==> config.mk <==
export PLATFORM = sky130hd
export DESIGN_NAME = wb_timer_flat
export DESIGN_NICKNAME = d
export VERILOG_FILES = /design/src/rtl/wb_timer_if.sv /design/src/rtl/wb_timer.sv /design/src/flat_wrapper.sv
export SDC_FILE = /design/constraint.sdc
export NUM_CORES = 1
export LEC_CHECK = 0
export CORE_ASPECT_RATIO = 1.1
export CORE_MARGIN = 5
export CORE_UTILIZATION = 59
export DETAILED_ROUTE_END_ITERATION = 10
export HOLD_SLACK_MARGIN = 0.1
export PLACE_DENSITY = 0.84
export SLEW_MARGIN = 20
export SYNTH_ARGS = -nofsm -noshare
export SYNTH_HDL_FRONTEND = slang
export SYNTH_SLANG_ARGS = --single-unit
==> constraint.sdc <==
create_clock -name clk_i -period 5.4 [get_ports clk_i]
set_input_delay 0.54 -clock clk_i [delete_from_list [all_inputs] [get_ports clk_i]]
set_output_delay 0.54 -clock clk_i [all_outputs]
set_load 0.005 [all_outputs]
==> src/rtl/wb_timer_if.sv <==
// Wishbone classic slave bus bundle for wb_timer.
// The master modport drives the request side and the slave modport answers it.
interface wb_timer_if;
  logic [31:0] wb_adr_i;
  logic [31:0] wb_dat_i;
  logic [31:0] wb_dat_o;
  logic [3:0]  wb_sel_i;
  logic        wb_stb_i;
  logic        wb_cyc_i;
  logic        wb_we_i;
  logic        wb_ack_o;

  modport master (
    output wb_adr_i, wb_dat_i, wb_sel_i, wb_stb_i, wb_cyc_i, wb_we_i,
    input  wb_dat_o, wb_ack_o
  );

  modport slave (
    input  wb_adr_i, wb_dat_i, wb_sel_i, wb_stb_i, wb_cyc_i, wb_we_i,
    output wb_dat_o, wb_ack_o
  );
endinterface

==> src/rtl/wb_timer.sv <==
// Wishbone-attached 32-bit timer: prescaled counter with compare match, auto-reload
// or one-shot mode, registered level interrupt and a free-running cycle counter.
module wb_timer #(
  parameter int unsigned PRESCALE_W = 16
) (
  input  logic      clk_i,
  input  logic      rst_i,
  wb_timer_if.slave wb,
  output logic      intr_o
);

  typedef enum logic [2:0] {
    REG_CTRL     = 3'd0,
    REG_STAT     = 3'd1,
    REG_COMPARE  = 3'd2,
    REG_COUNTER  = 3'd3,
    REG_PRESCALE = 3'd4,
    REG_CYCLES   = 3'd5,
    REG_RSVD6    = 3'd6,
    REG_RSVD7    = 3'd7
  } reg_e;

  logic                  en_q, en_d;
  logic                  ar_q, ar_d;
  logic                  irqen_q, irqen_d;
  logic                  match_q, match_d;
  logic [31:0]           compare_q, compare_d;
  logic [31:0]           counter_q, counter_d;
  logic [31:0]           cycles_q, cycles_d;
  logic [PRESCALE_W-1:0] prescale_q, prescale_d;
  logic [PRESCALE_W-1:0] pcnt_q, pcnt_d;
  logic                  ack_q, ack_d;
  logic [31:0]           dat_q, dat_d;
  logic                  intr_q, intr_d;

  reg_e        reg_sel;
  logic        bus_req;
  logic        bus_wr;
  logic        tick;
  logic        hit;
  logic [31:0] rdata;
  logic        unused_adr;

  function automatic logic [31:0] merge_lanes(input logic [31:0] old_v,
                                              input logic [31:0] new_v,
                                              input logic [3:0]  sel);
    logic [31:0] res;
    res = old_v;
    for (int b = 0; b < 4; b++) begin
      if (sel[b]) res[8*b +: 8] = new_v[8*b +: 8];
    end
    return res;
  endfunction

  assign reg_sel    = reg_e'(wb.wb_adr_i[4:2]);
  assign unused_adr = ^{wb.wb_adr_i[31:5], wb.wb_adr_i[1:0]};

  // A request is accepted only while no ack is pending, so a held strobe alternates.
  assign bus_req = wb.wb_stb_i & wb.wb_cyc_i & ~ack_q;
  assign bus_wr  = bus_req & wb.wb_we_i;

  assign tick = en_q && (pcnt_q == '0);
  assign hit  = (counter_q == compare_q);

  always_comb begin
    rdata = '0;
    case (reg_sel)
      REG_CTRL:     rdata = {29'd0, irqen_q, ar_q, en_q};
      REG_STAT:     rdata = {31'd0, match_q};
      REG_COMPARE:  rdata = compare_q;
      REG_COUNTER:  rdata = counter_q;
      REG_PRESCALE: rdata = 32'(prescale_q);
      REG_CYCLES:   rdata = cycles_q;
      default:      rdata = '0;
    endcase
  end

  always_comb begin
    // NOTE: every next-state value defaults to its hold value first, so no path infers a latch.
    en_d       = en_q;
    ar_d       = ar_q;
    irqen_d    = irqen_q;
    match_d    = match_q;
    compare_d  = compare_q;
    counter_d  = counter_q;
    prescale_d = prescale_q;
    pcnt_d     = pcnt_q;
    cycles_d   = cycles_q + 32'd1;
    ack_d      = bus_req;
    dat_d      = (bus_req && !wb.wb_we_i) ? rdata : '0;
    intr_d     = match_q & irqen_q;

    if (en_q) begin
      pcnt_d = tick ? prescale_q : pcnt_q - PRESCALE_W'(1);
    end

    if (tick) begin
      if (hit) begin
        match_d = 1'b1;
        if (ar_q) counter_d = '0;
        else      en_d      = 1'b0;
      end else begin
        counter_d = counter_q + 32'd1;
      end
    end

    // Bus writes are applied after the timer event so the written value wins.
    if (bus_wr) begin
      case (reg_sel)
        REG_CTRL: begin
          if (wb.wb_sel_i[0]) begin
            en_d    = wb.wb_dat_i[0];
            ar_d    = wb.wb_dat_i[1];
            irqen_d = wb.wb_dat_i[2];
            if (!en_q && wb.wb_dat_i[0]) pcnt_d = prescale_q;
          end
        end
        REG_STAT: begin
          if (wb.wb_sel_i[0] && wb.wb_dat_i[0] && !(tick && hit)) match_d = 1'b0;
        end
        REG_COMPARE:  compare_d = merge_lanes(compare_q, wb.wb_dat_i, wb.wb_sel_i);
        REG_COUNTER:  counter_d = merge_lanes(counter_d, wb.wb_dat_i, wb.wb_sel_i);
        REG_PRESCALE: begin
          for (int i = 0; i < PRESCALE_W; i++) begin
            if (wb.wb_sel_i[i/8]) prescale_d[i] = wb.wb_dat_i[i];
          end
        end
        default: ;
      endcase
    end
  end

  always_ff @(posedge clk_i) begin
    // NOTE: state registers use non-blocking assignments so every flop samples pre-edge values.
    if (rst_i) begin
      en_q       <= 1'b0;
      ar_q       <= 1'b0;
      irqen_q    <= 1'b0;
      match_q    <= 1'b0;
      compare_q  <= 32'hFFFF_FFFF;
      counter_q  <= '0;
      cycles_q   <= '0;
      prescale_q <= '0;
      pcnt_q     <= '0;
      ack_q      <= 1'b0;
      dat_q      <= '0;
      intr_q     <= 1'b0;
    end else begin
      en_q       <= en_d;
      ar_q       <= ar_d;
      irqen_q    <= irqen_d;
      match_q    <= match_d;
      compare_q  <= compare_d;
      counter_q  <= counter_d;
      cycles_q   <= cycles_d;
      prescale_q <= prescale_d;
      pcnt_q     <= pcnt_d;
      ack_q      <= ack_d;
      dat_q      <= dat_d;
      intr_q     <= intr_d;
    end
  end

  assign wb.wb_ack_o = ack_q;
  assign wb.wb_dat_o = dat_q;
  assign intr_o      = intr_q;

endmodule

==> src/flat_wrapper.sv <==
// flat-port wrapper written by rule: the top's interface ports become plain ports
module wb_timer_flat 
#(
  parameter int unsigned PRESCALE_W = 16
)
  (clk_i, rst_i, intr_o, wb_wb_adr_i, wb_wb_dat_i, wb_wb_sel_i, wb_wb_stb_i, wb_wb_cyc_i, wb_wb_we_i, wb_wb_dat_o, wb_wb_ack_o);
  wb_timer_if wb_i ();
  input  logic clk_i;
  input  logic rst_i;
  output logic intr_o;
  input wire logic [$bits(wb_i.wb_adr_i)-1:0] wb_wb_adr_i;
  input wire logic [$bits(wb_i.wb_dat_i)-1:0] wb_wb_dat_i;
  input wire logic [$bits(wb_i.wb_sel_i)-1:0] wb_wb_sel_i;
  input wire logic [$bits(wb_i.wb_stb_i)-1:0] wb_wb_stb_i;
  input wire logic [$bits(wb_i.wb_cyc_i)-1:0] wb_wb_cyc_i;
  input wire logic [$bits(wb_i.wb_we_i)-1:0] wb_wb_we_i;
  output wire logic [$bits(wb_i.wb_dat_o)-1:0] wb_wb_dat_o;
  output wire logic [$bits(wb_i.wb_ack_o)-1:0] wb_wb_ack_o;
  assign wb_i.wb_adr_i = wb_wb_adr_i;
  assign wb_i.wb_dat_i = wb_wb_dat_i;
  assign wb_i.wb_sel_i = wb_wb_sel_i;
  assign wb_i.wb_stb_i = wb_wb_stb_i;
  assign wb_i.wb_cyc_i = wb_wb_cyc_i;
  assign wb_i.wb_we_i = wb_wb_we_i;
  assign wb_wb_dat_o = wb_i.wb_dat_o;
  assign wb_wb_ack_o = wb_i.wb_ack_o;
  wb_timer #(.PRESCALE_W(PRESCALE_W)) u_core (.clk_i(clk_i), .rst_i(rst_i), .wb(wb_i), .intr_o(intr_o));
endmodule
==> results by group <==
Job
  – Max-cap violations: 0

Place
  – Port Buffers: 77
  – Routability congestion estimate: ~0.97
  – DPL Wire Length: 17700 um
  – Number of placed instances with taps included: 1266
  – Area after DPL: about 9500 um^2

STA
  – Worst Tran Pin Value: 1.05 ns
  – Skew final: 0.00857 ns
  – Min cycle time layout: 3.33 ns
  – Max-slew headroom: 0.302
  – Max Fclk: 0.301 GHz
  – WHS: between 0.4 and 0.5 ns
  – Final worst path period share: 0.616
  – RSZ-0062 raised after global routing: false
  – Setup Viol. Count Final: 0
  – Final Hold Viols: 0
  – Slew Limit Fails: 0
  – Final TNS setup: 0 ns

Synthesis
  – Post-synthesis simple-gate area fraction: 0.271
  – Synth unique cells: 73
  – Yosys synthesis warning count: 0
  – Mapped Cells: 1072
  – Synthesized area: 8910 um^2
  – Mux share of post-synthesis cell area: 0.0828
  – Main synth FF type: dfxtp_1
  – Post-synth ARST share: 0
  – Xor and xnor area share after synthesis: 0.0698
  – Dominant combinational cell family by area after synthesis: simple AND/OR/NAND/NOR gates
  – Compound-gate portion of the synthesized area: 0.145
  – Net Count, Synth: 1148
  – Post-synth EDFFs: 0
  – Syn Area/Cell: just over 8 um^2
  – Post-Synth Adder-Cell Area: 0.00421
  – Sequential fraction of the synthesis area: 0.373
  – #FFs+latches synth: 166

Clock tree
  – Clk root buf: clkbuf_16
  – Clock-pin slew on the worst setup and hold paths: 0.07 ns
  – Cts repair resizes: 0
  – CTS tree: built
  – # Post-CTS Setup Buffers: 0
  – Clock latency on the worst-skew pair: 0.43 ns
  – Inserted Clock Buffers: 17
  – Sink Count: 166
  – Clock buffer depth: 2
  – H-tree levels: 4
  – Hold-fix buffers at CTS: 0

Floorplan
  – Die Y: about 140 um
  – Core ar.: roughly 15000 um^2
  – Die Area: 17700 um^2
  – Initial Utilization: 0.597
  – # IOs: around 110
  – Row cnt: 47
  – Chip Width: 127 um

Global route
  – Antenna violations before repair: 0
  – Grt total ovfl: 0
  – Global Route Usage Sum: 0.287
  – Largest net degree at the start of global routing: 92
  – Vias in the first global route: 7708
  – First-pass GRT wire length: 40500 um

Route
  – Final WL: 25600 um
  – Routed vias/inst: 6.40
  – DRC viols: 0
  – Drt pass-1 iters: 7
  – WL per Instance: ~20 um
  – Vias: ~8300
  – Post-route ant nets: 0
  – Detailed Route Iter0 Violations: 1035

Cells and area
  – Synth-to-Final Area Change: 13.3%
  – Fin cells: 1296
  – Ant diodes: 0
  – Design area: just over 10000 um^2
  – Share of cells above drive strength 1: 0.0691
  – Fin nets: 1165

Critical path
  – Worst Setup End Kind: flip-flop
  – WP data arrival: 3.60 ns
  – Nature of the critical path startpoint: flip-flop
  – WP data required: 5.67 ns
  – Worst Path Max Fanout: 20
  – WS Path Type: flip-flop to flip-flop

Hold path
  – HP Class: flip-flop to flip-flop

Pwr
  – Leak pwr: 3.59 nW
  – Power Density: 274 nW/um^2
  – Worst VDD drop: 0.000248 V

Run status
  – Status: complete, no violations
## worst max-delay path, cell delays in order, from the launching register on
cell	delay [ns]
dfxtp_1	0.78
nand2_1	0.61
nor2_2	0.81
o31ai_4	0.44
a22oi_1	0.39
a211oi_2	0.12
## logic make-up (layout without fill, tap and decap cells)
family          after synthesis  count (layout)
compound gates              189             189
xor+xnor                     71              71
fa+ha+maj                     3               3
buf+inv                      99             127
flops                       166             166
mux                          73              73
simple gates                471             471
## area by class of cell
type	count	area [um^2]
Multi-Input combinational cell	807	5110
Fill cell	1197	4840
Sequential cell	166	3320
Timing Repair Buffer	81	791
Clock buffer	20	447
Tap cell	196	245
Clock inverter	10	123
Inverter	16	60.1
## metrics by stage
| step | power [mW] | worst slack [ns] | util |
|---|---|---|---|
| finish | 2.76 | 2.07 | 0.676 |
| global route | 2.85 | 1.94 | 0.676 |
| CTS | 2.76 | 2.19 | 0.675 |
| detailed placement | 1.58 | 2.21 | 0.637 |
| global placement | 1.58 | 2.26 | 0.637 |
| floorplan | 1.50 | 3.36 | - |
## synth_stat cells, drive strengths merged (6+ instances only)
master  number  area share
a31oi        6      0.0042
and3        18       0.013
nand3       62       0.036
nand2      126       0.053
nor2       140       0.059
clkbuf      45       0.019
dfxtp      166        0.37
nor4        24       0.030
o21ai       36       0.020
and2        11      0.0077
inv         15      0.0063
a311oi      15       0.015
mux2         6      0.0076
a21oi       60       0.034
a211oi      13       0.013
xor2        57       0.056
nor3        30       0.018
o22a        13       0.013
nand4       21       0.020
xnor2       14       0.014
mux2i       67       0.075
and4        13       0.013
buf         38       0.029
## metal layers
metal / vias to the layer above / share of wire / track usage
met5: - / 0 / 0
met3: 102 / 0.079 / 0.0497
met2: 456 / 0.46 / 0.454
met1: 3899 / 0.39 / 0.358
li1: 3832 / - / -
met4: 0 / 0.064 / 0.185
## flip-flops by register name, indices dropped and copies added, names as in the netlist
| name | cells |
|---|---|
| u_core.compare_q | 32 |
| u_core.counter_q | 32 |
| u_core.cycles_q | 32 |
| u_core.wb.wb_dat_o | 32 |
| u_core.pcnt_q | 16 |
| u_core.prescale_q | 16 |
| u_core.ar_q | 1 |
| u_core.en_q | 1 |
| u_core.intr_o | 1 |
| u_core.irqen_q | 1 |
| u_core.match_q | 1 |
| u_core.wb.wb_ack_o | 1 |
## final timing paths
| path | slack, ns | to | depth (start not counted) | startpoint |
|---|---|---|---|---|
| worst min register to register | 0.47 | u_core.pcnt_q[1]$_SDFF_PP0_ | 2 | u_core.prescale_q[1]$_SDFFE_PP0P_ |
| worst max-delay path | 2.07 | u_core.counter_q[11]$_SDFF_PP0_ | 5 | u_core.en_q$_SDFF_PP0_ |
| worst min-delay path | 0.47 | u_core.pcnt_q[1]$_SDFF_PP0_ | 2 | u_core.prescale_q[1]$_SDFFE_PP0P_ |
| worst max register to register | 2.07 | u_core.counter_q[11]$_SDFF_PP0_ | 5 | u_core.en_q$_SDFF_PP0_ |
## power by group
part	total (mW)	leakage (nW)	switching (mW)	internal [mW]
Sequential	1.31	1.34	0.0556	1.25
Combinational	0.261	1.98	0.150	0.110
Clock	1.19	0.269	0.503	0.692
## placed cells by master (no fill, tap or decap), types with 7 or more instances in the layout
master           count
mux2i_1             67
and3_1              18
a211oi_1             9
xnor2_1             14
and2_1              10
clkbuf_16           17
a311oi_1            14
o22a_1              13
nor4_2               7
xor2_1              57
nand2_1            125
inv_1               15
nor2_1             139
nor4_1              12
o21ai_0             33
dfxtp_1            166
nand4_1             17
a21oi_1             60
nor3_1              28
nand3_1             61
clkdlybuf4s50_1     75
and4_1              11
(Power assumes the default switching activity.)
